`config.mk`:
```
export PLATFORM = sky130hd
export DESIGN_NAME = multi_cycle_core
export DESIGN_NICKNAME = d
export VERILOG_FILES = /design/src/rtl/multi_cycle_core.sv
export SDC_FILE = /design/constraint.sdc
export NUM_CORES = 2
export LEC_CHECK = 0
export BUFFER_PORTS_ARGS = -buffer_cell sky130_fd_sc_hd__clkbuf_2
export CAP_MARGIN = 0
export CORE_ASPECT_RATIO = 0.75
export CORE_MARGIN = 1
export CORE_UTILIZATION = 64
export CTS_CLUSTER_SIZE = 40
export DETAILED_ROUTE_END_ITERATION = 6
export PLACE_DENSITY = 0.81
export RECOVER_POWER = 100
export SYNTH_ARGS = -nofsm -noshare
export SYNTH_HDL_FRONTEND = slang
export SYNTH_SLANG_ARGS = --single-unit
export TNS_END_PERCENT = 5
```
`constraint.sdc`:
```
create_clock -name clk -period 6 [get_ports clk]
set_clock_uncertainty 0.2 [all_clocks]
set_input_delay 0.3 -clock clk [delete_from_list [all_inputs] [get_ports clk]]
set_output_delay 0.3 -clock clk [all_outputs]
set_load 0.1 [all_outputs]
```
`src/rtl/multi_cycle_core.sv`:
```
// multi_cycle_core: non-pipelined MIPS-subset core (FETCH/DECODE/EXEC/MEM/WB/HALT) sharing one memory port.
module multi_cycle_core #(
  parameter logic [31:0] RESET_PC    = 32'h0000_0000,
  parameter logic [5:0]  HALT_OPCODE = 6'h3F,
  parameter int          NREGS       = 32
) (
  input  logic        clk,
  input  logic        rst_n,
  output logic        mem_req,
  output logic        mem_we,
  output logic [31:0] mem_addr,
  output logic [31:0] mem_wdata,
  input  logic        mem_ready,
  input  logic [31:0] mem_rdata,
  output logic [31:0] pc,
  output logic        halted,
  input  logic [4:0]  dbg_addr,
  output logic [31:0] dbg_data
);
  localparam int IW = $clog2(NREGS);
  typedef enum logic [2:0] {FETCH, DECODE, EXEC, MEM, WB, HALT} state_t;
  state_t state, nxt;
  logic go, act, done, take;
  logic [31:0] ir, a, b, res, imm, alu;
  logic [31:0] rf [NREGS];
  logic [5:0] op, funct;
  logic is_r, is_addi, is_lw, is_sw, is_beq, is_bne, is_j, is_halt, is_valid;
  logic [IW-1:0] rs, rt, dst;
  assign op      = ir[31:26];
  assign funct   = ir[5:0];
  assign rs      = ir[21 +: IW];
  assign rt      = ir[16 +: IW];
  assign imm     = {{16{ir[15]}}, ir[15:0]};
  assign is_halt = op == HALT_OPCODE;
  assign is_r    = op == 6'h00 && (funct == 6'h20 || funct == 6'h22 || funct == 6'h24 ||
                                   funct == 6'h25 || funct == 6'h2A);
  assign is_addi = op == 6'h08;
  assign is_lw   = op == 6'h23;
  assign is_sw   = op == 6'h2B;
  assign is_beq  = op == 6'h04;
  assign is_bne  = op == 6'h05;
  assign is_j    = op == 6'h02;
  assign is_valid = is_r | is_addi | is_lw | is_sw | is_beq | is_bne | is_j;
  assign dst     = is_r ? ir[11 +: IW] : rt;
  assign alu     = !is_r ? a + imm : funct == 6'h22 ? a - b : funct == 6'h24 ? a & b :
                   funct == 6'h25 ? a | b : funct == 6'h2A ? {31'b0, $signed(a) < $signed(b)} : a + b;
  assign take    = is_beq ? a == b : is_bne & (a != b);
  // go holds the port idle for the first cycle after reset so the first fetch starts on the next edge
  assign act     = go && (state == FETCH || state == MEM);
  assign done    = act && mem_ready;
  assign dbg_data = rf[dbg_addr[IW-1:0]];

  always_ff @(posedge clk or negedge rst_n)
    if (!rst_n) state <= FETCH;
    else        state <= nxt;

  always_comb begin
    nxt = state;
    case (state)
      FETCH:   nxt = done ? DECODE : FETCH;
      DECODE:  nxt = is_halt ? HALT : (is_valid && !is_j) ? EXEC : FETCH;
      EXEC:    nxt = (is_lw || is_sw) ? MEM : (is_beq || is_bne) ? FETCH : WB;
      MEM:     nxt = !done ? MEM : is_lw ? WB : FETCH;
      WB:      nxt = FETCH;
      HALT:    nxt = HALT;
      default: nxt = FETCH;
    endcase
  end

  always_comb begin
    mem_req   = act;
    mem_we    = act && state == MEM && is_sw;
    mem_addr  = !act ? '0 : state == FETCH ? pc : res;
    mem_wdata = mem_we ? b : '0;
    halted    = state == HALT;
  end

  always_ff @(posedge clk or negedge rst_n)
    if (!rst_n) begin
      go  <= 1'b0;
      pc  <= RESET_PC;
      ir  <= '0;
      a   <= '0;
      b   <= '0;
      res <= '0;
      for (int i = 0; i < NREGS; i++) rf[i] <= '0;
    end else begin
      go <= 1'b1;
      case (state)
        FETCH: if (done) begin
          ir <= mem_rdata;
          pc <= pc + 32'd4;
        end
        DECODE: begin
          a <= rf[rs];
          b <= rf[rt];
          if (is_j && !is_halt) pc <= {pc[31:28], ir[25:0], 2'b00};
        end
        EXEC: begin
          res <= alu;
          if (take) pc <= pc + {imm[29:0], 2'b00};
        end
        MEM:     if (done && is_lw) res <= mem_rdata;
        WB:      if (dst != '0) rf[dst] <= res;
        default: ;
      endcase
    end
endmodule

```
==> metrics <==
vias per std cell 7.732; clock slew at reported path FFs 0.07 ns; initial antenna violation count 15; Max Slew Vio Count approximately 870; CP arrival between 5 and 6 ns; Syn-to-layout area delta 8.511%; setup TNS 0 ns; Detailed Route WL 253800 µm; Max-slew headroom -180.1%; total CTS buffers about 120; CP Capture Type output pin; # port buffers 168; NumNets Final 5731; Power, Total 32.79 mW; Layout Cells excl Fill 7194; crit-path cells buf_2, buf_4, mux4_2, mux4_2, mux2_2, clkbuf_1; Slowest-stage cell, CP buf_2; clk_lat worst skew between 0.7 and 0.8 ns; Netlist cell types 78; Worst EP required 5.50 ns; area leader, netlist dfrtp_1; vias in the first global route 55140; Post-DRT Antenna Nets 0; Synth Instances 5616; min cycle time layout 5.599 ns; fraction of final layout cells sized beyond drive strength 1 40.84%; Final GP Congestion between 1 and 1.5; CTS root buf clkbuf_16; VDD IR max roughly 440 µV; Post-CTS Resized 0; CP Launch Type input pin; Leakage Power 36.78 nW; RSZ-0062 raised after global routing false; Die Span Y 302.5 µm; Initial Util about two thirds; register area share after synthesis between 30% and 40%; DRC viols 1; GRT overflow 0; Min Hold Slack 0.1651 ns; Max Cap Viol 27; number of synthesized flops with an enable pin 0; Vias 55630; boundary pin count about 170; final setup fails 0; Seq cells post-synth 1186; WL per Instance around 35 µm; Synth top area share 38.51%; yosys warns 0; HP Class in2reg; FILL cells 7791; GRT Total Usage 42.47%; Cells after DPL 6934; status finished with violations; CTS Sinks roughly 1200; Max Fanout on Critical Path ~100; Async SR Flop Fraction between 90% and 100%; most frequent CP cell mux4_2; Most used DFF post-synth dfrtp_1; DIE AREA 121800 µm²; largest net degree at the start of global routing around 150; syn avg cell area 13.72 µm²; Clock Path Buffers 3; Worst Tran Pin Value ~4.2 ns; cell row count 109; first drt pass iteration count 6; fmax 0.1786 GHz; Crit Path Category in2out; htree depth 3; Synth area leaders dfrtp_1, mux4_2, mux2_2; first-pass GRT wire length around 380000 µm; power density over cell area 392.2 nW/µm²; Final HPWL DP approximately 160000 µm; Post-Syn Area 77060 µm²; Crit path largest cell delay 1.95 ns; endpoints failing hold 0; CTS tree yes; Final period util 93.32%; CORE AREA around 120000 µm²; floorplan die width 402.7 µm; failing checks DRC, capacitance limit, slew limit; initial DRC count 8349
## sequential cells by signal (all words and copies together), names as in the netlist
register  flops
rf         1024
a            32
b            32
ir           32
res          32
pc           30
state         3
go            1
## synth_stat cells (27+ instances only)
cell and instances:
mux2_2 896, nor2_1 175, nor3_1 34, nand3_1 39, a31oi_1 32, xnor2_1 61
and2_1 36, inv_1 130, mux2i_1 86, dfrtp_1 1186, nand2_1 271, o21ai_0 192
buf_1 85, a21oi_1 199, a21o_1 33, mux2_1 159, and3_1 29, ha_1 156
o211ai_1 29, clkbuf_1 391, a211oi_1 27, buf_2 69, mux4_2 960
## power breakdown
| part | internal, mW | switching (mW) |
|---|---|---|
| clock | 4.46 | 3.43 |
| combinational | 5.33 | 8.53 |
| sequential | 9.03 | 2.02 |
## through the flow
step	setup slack, ns	utilization [%]	area [µm²]
floorplan	1.820	-	77070
global placement	1.251	67.11	79630
detailed placement	1.305	67.11	79630
CTS	1.209	70.82	84030
global route	0.4191	70.46	83600
finish	0.4011	70.48	83620
## layout by cell type, fill, tap and decap left out, types with 21 or more instances in the layout
cell,instances
clkbuf_1,153
ha_1,156
clkbuf_16,116
buf_4,99
o21ai_0,193
and3_1,29
dfrtp_1,1176
o21bai_1,24
nand2_1,272
mux2_1,166
nor2_1,168
a211oi_1,27
a21o_1,33
buf_12,38
nor3_1,34
o31ai_1,21
mux2_2,889
and2_1,36
dlygate4sd3_1,34
xnor2_1,61
inv_1,131
clkbuf_2,55
clkbuf_8,30
mux2i_1,86
nand3_1,39
mux4_2,960
a31oi_1,34
o211ai_1,29
xor2_1,24
a21oi_1,199
## routing by layer
layer	GRT usage [%]	share of wire (%)	wire (µm)
met5	0	0.074	189
met4	21.59	6.0	15210
met3	17.35	15	38740
met2	59.09	42	107400
met1	58.04	36	92200
## timing repair
action                                 in CTS  in global routing
hold buffers                               34                  0
setup buffers                               0                  0
endpoints found under the hold margin     188                  0
## layout make-up
| class | count | area [µm²] | share of cell area (%) |
|---|---|---|---|
| repair buffers | 362 | 2666 | 3.189 |
| clock inverters | 44 | 656.9 | 0.7855 |
| clock buffers | 171 | 3410 | 4.077 |
| multi-input cells | 3735 | 44710 | 53.47 |
| diodes | 11 | 27.53 | 0.03292 |
| inverters | 131 | 491.7 | 0.5880 |
| well taps | 1554 | 1944 | 2.325 |
| flip-flops and latches | 1186 | 29710 | 35.53 |
## worst max-delay path: cells and delay by family
kind | cells | cell delay [ns]
multiplexers | 3 | 1.23
buffers and inverters | 3 | 3.16
## path summary, 6_finish.rpt
| path | slack [ns] | startpoint | depth (start not counted) | to |
|---|---|---|---|---|
| worst min register to register | 0.22 | rf[1012] | 0 | rf[1012] |
| worst max register to register | 0.42 | ir[29] | 7 | rf[782] |
| min in group asynchronous | 1.27 | rst_n | 2 | pc[29] |
| max in group asynchronous | 1.27 | rst_n | 3 | rf[627] |
| worst max-delay path | 0.40 | dbg_addr[1] | 6 | dbg_data[1] |
| worst min-delay path | 0.17 | mem_rdata[5] | 3 | ir[5] |
## cells by family (layout without fill, tap and decap cells)
| logic type | after synthesis | after routing | synth area share, % |
|---|---|---|---|
| AOI/OAI and AO/OA | 658 | 658 | 5.257 |
| xor gates and xnor gates | 85 | 85 | 0.9660 |
| adders and majority gates | 160 | 160 | 2.637 |
| buffers and inverters | 696 | 708 | 3.600 |
| DFF | 1186 | 1186 | 38.51 |
| muxes | 2101 | 2101 | 44.59 |
| other | 2 | 14 | 0.009745 |
| and+or+nand+nor | 728 | 728 | 4.429 |
Note: power is estimated with default switching activity, not from simulation.
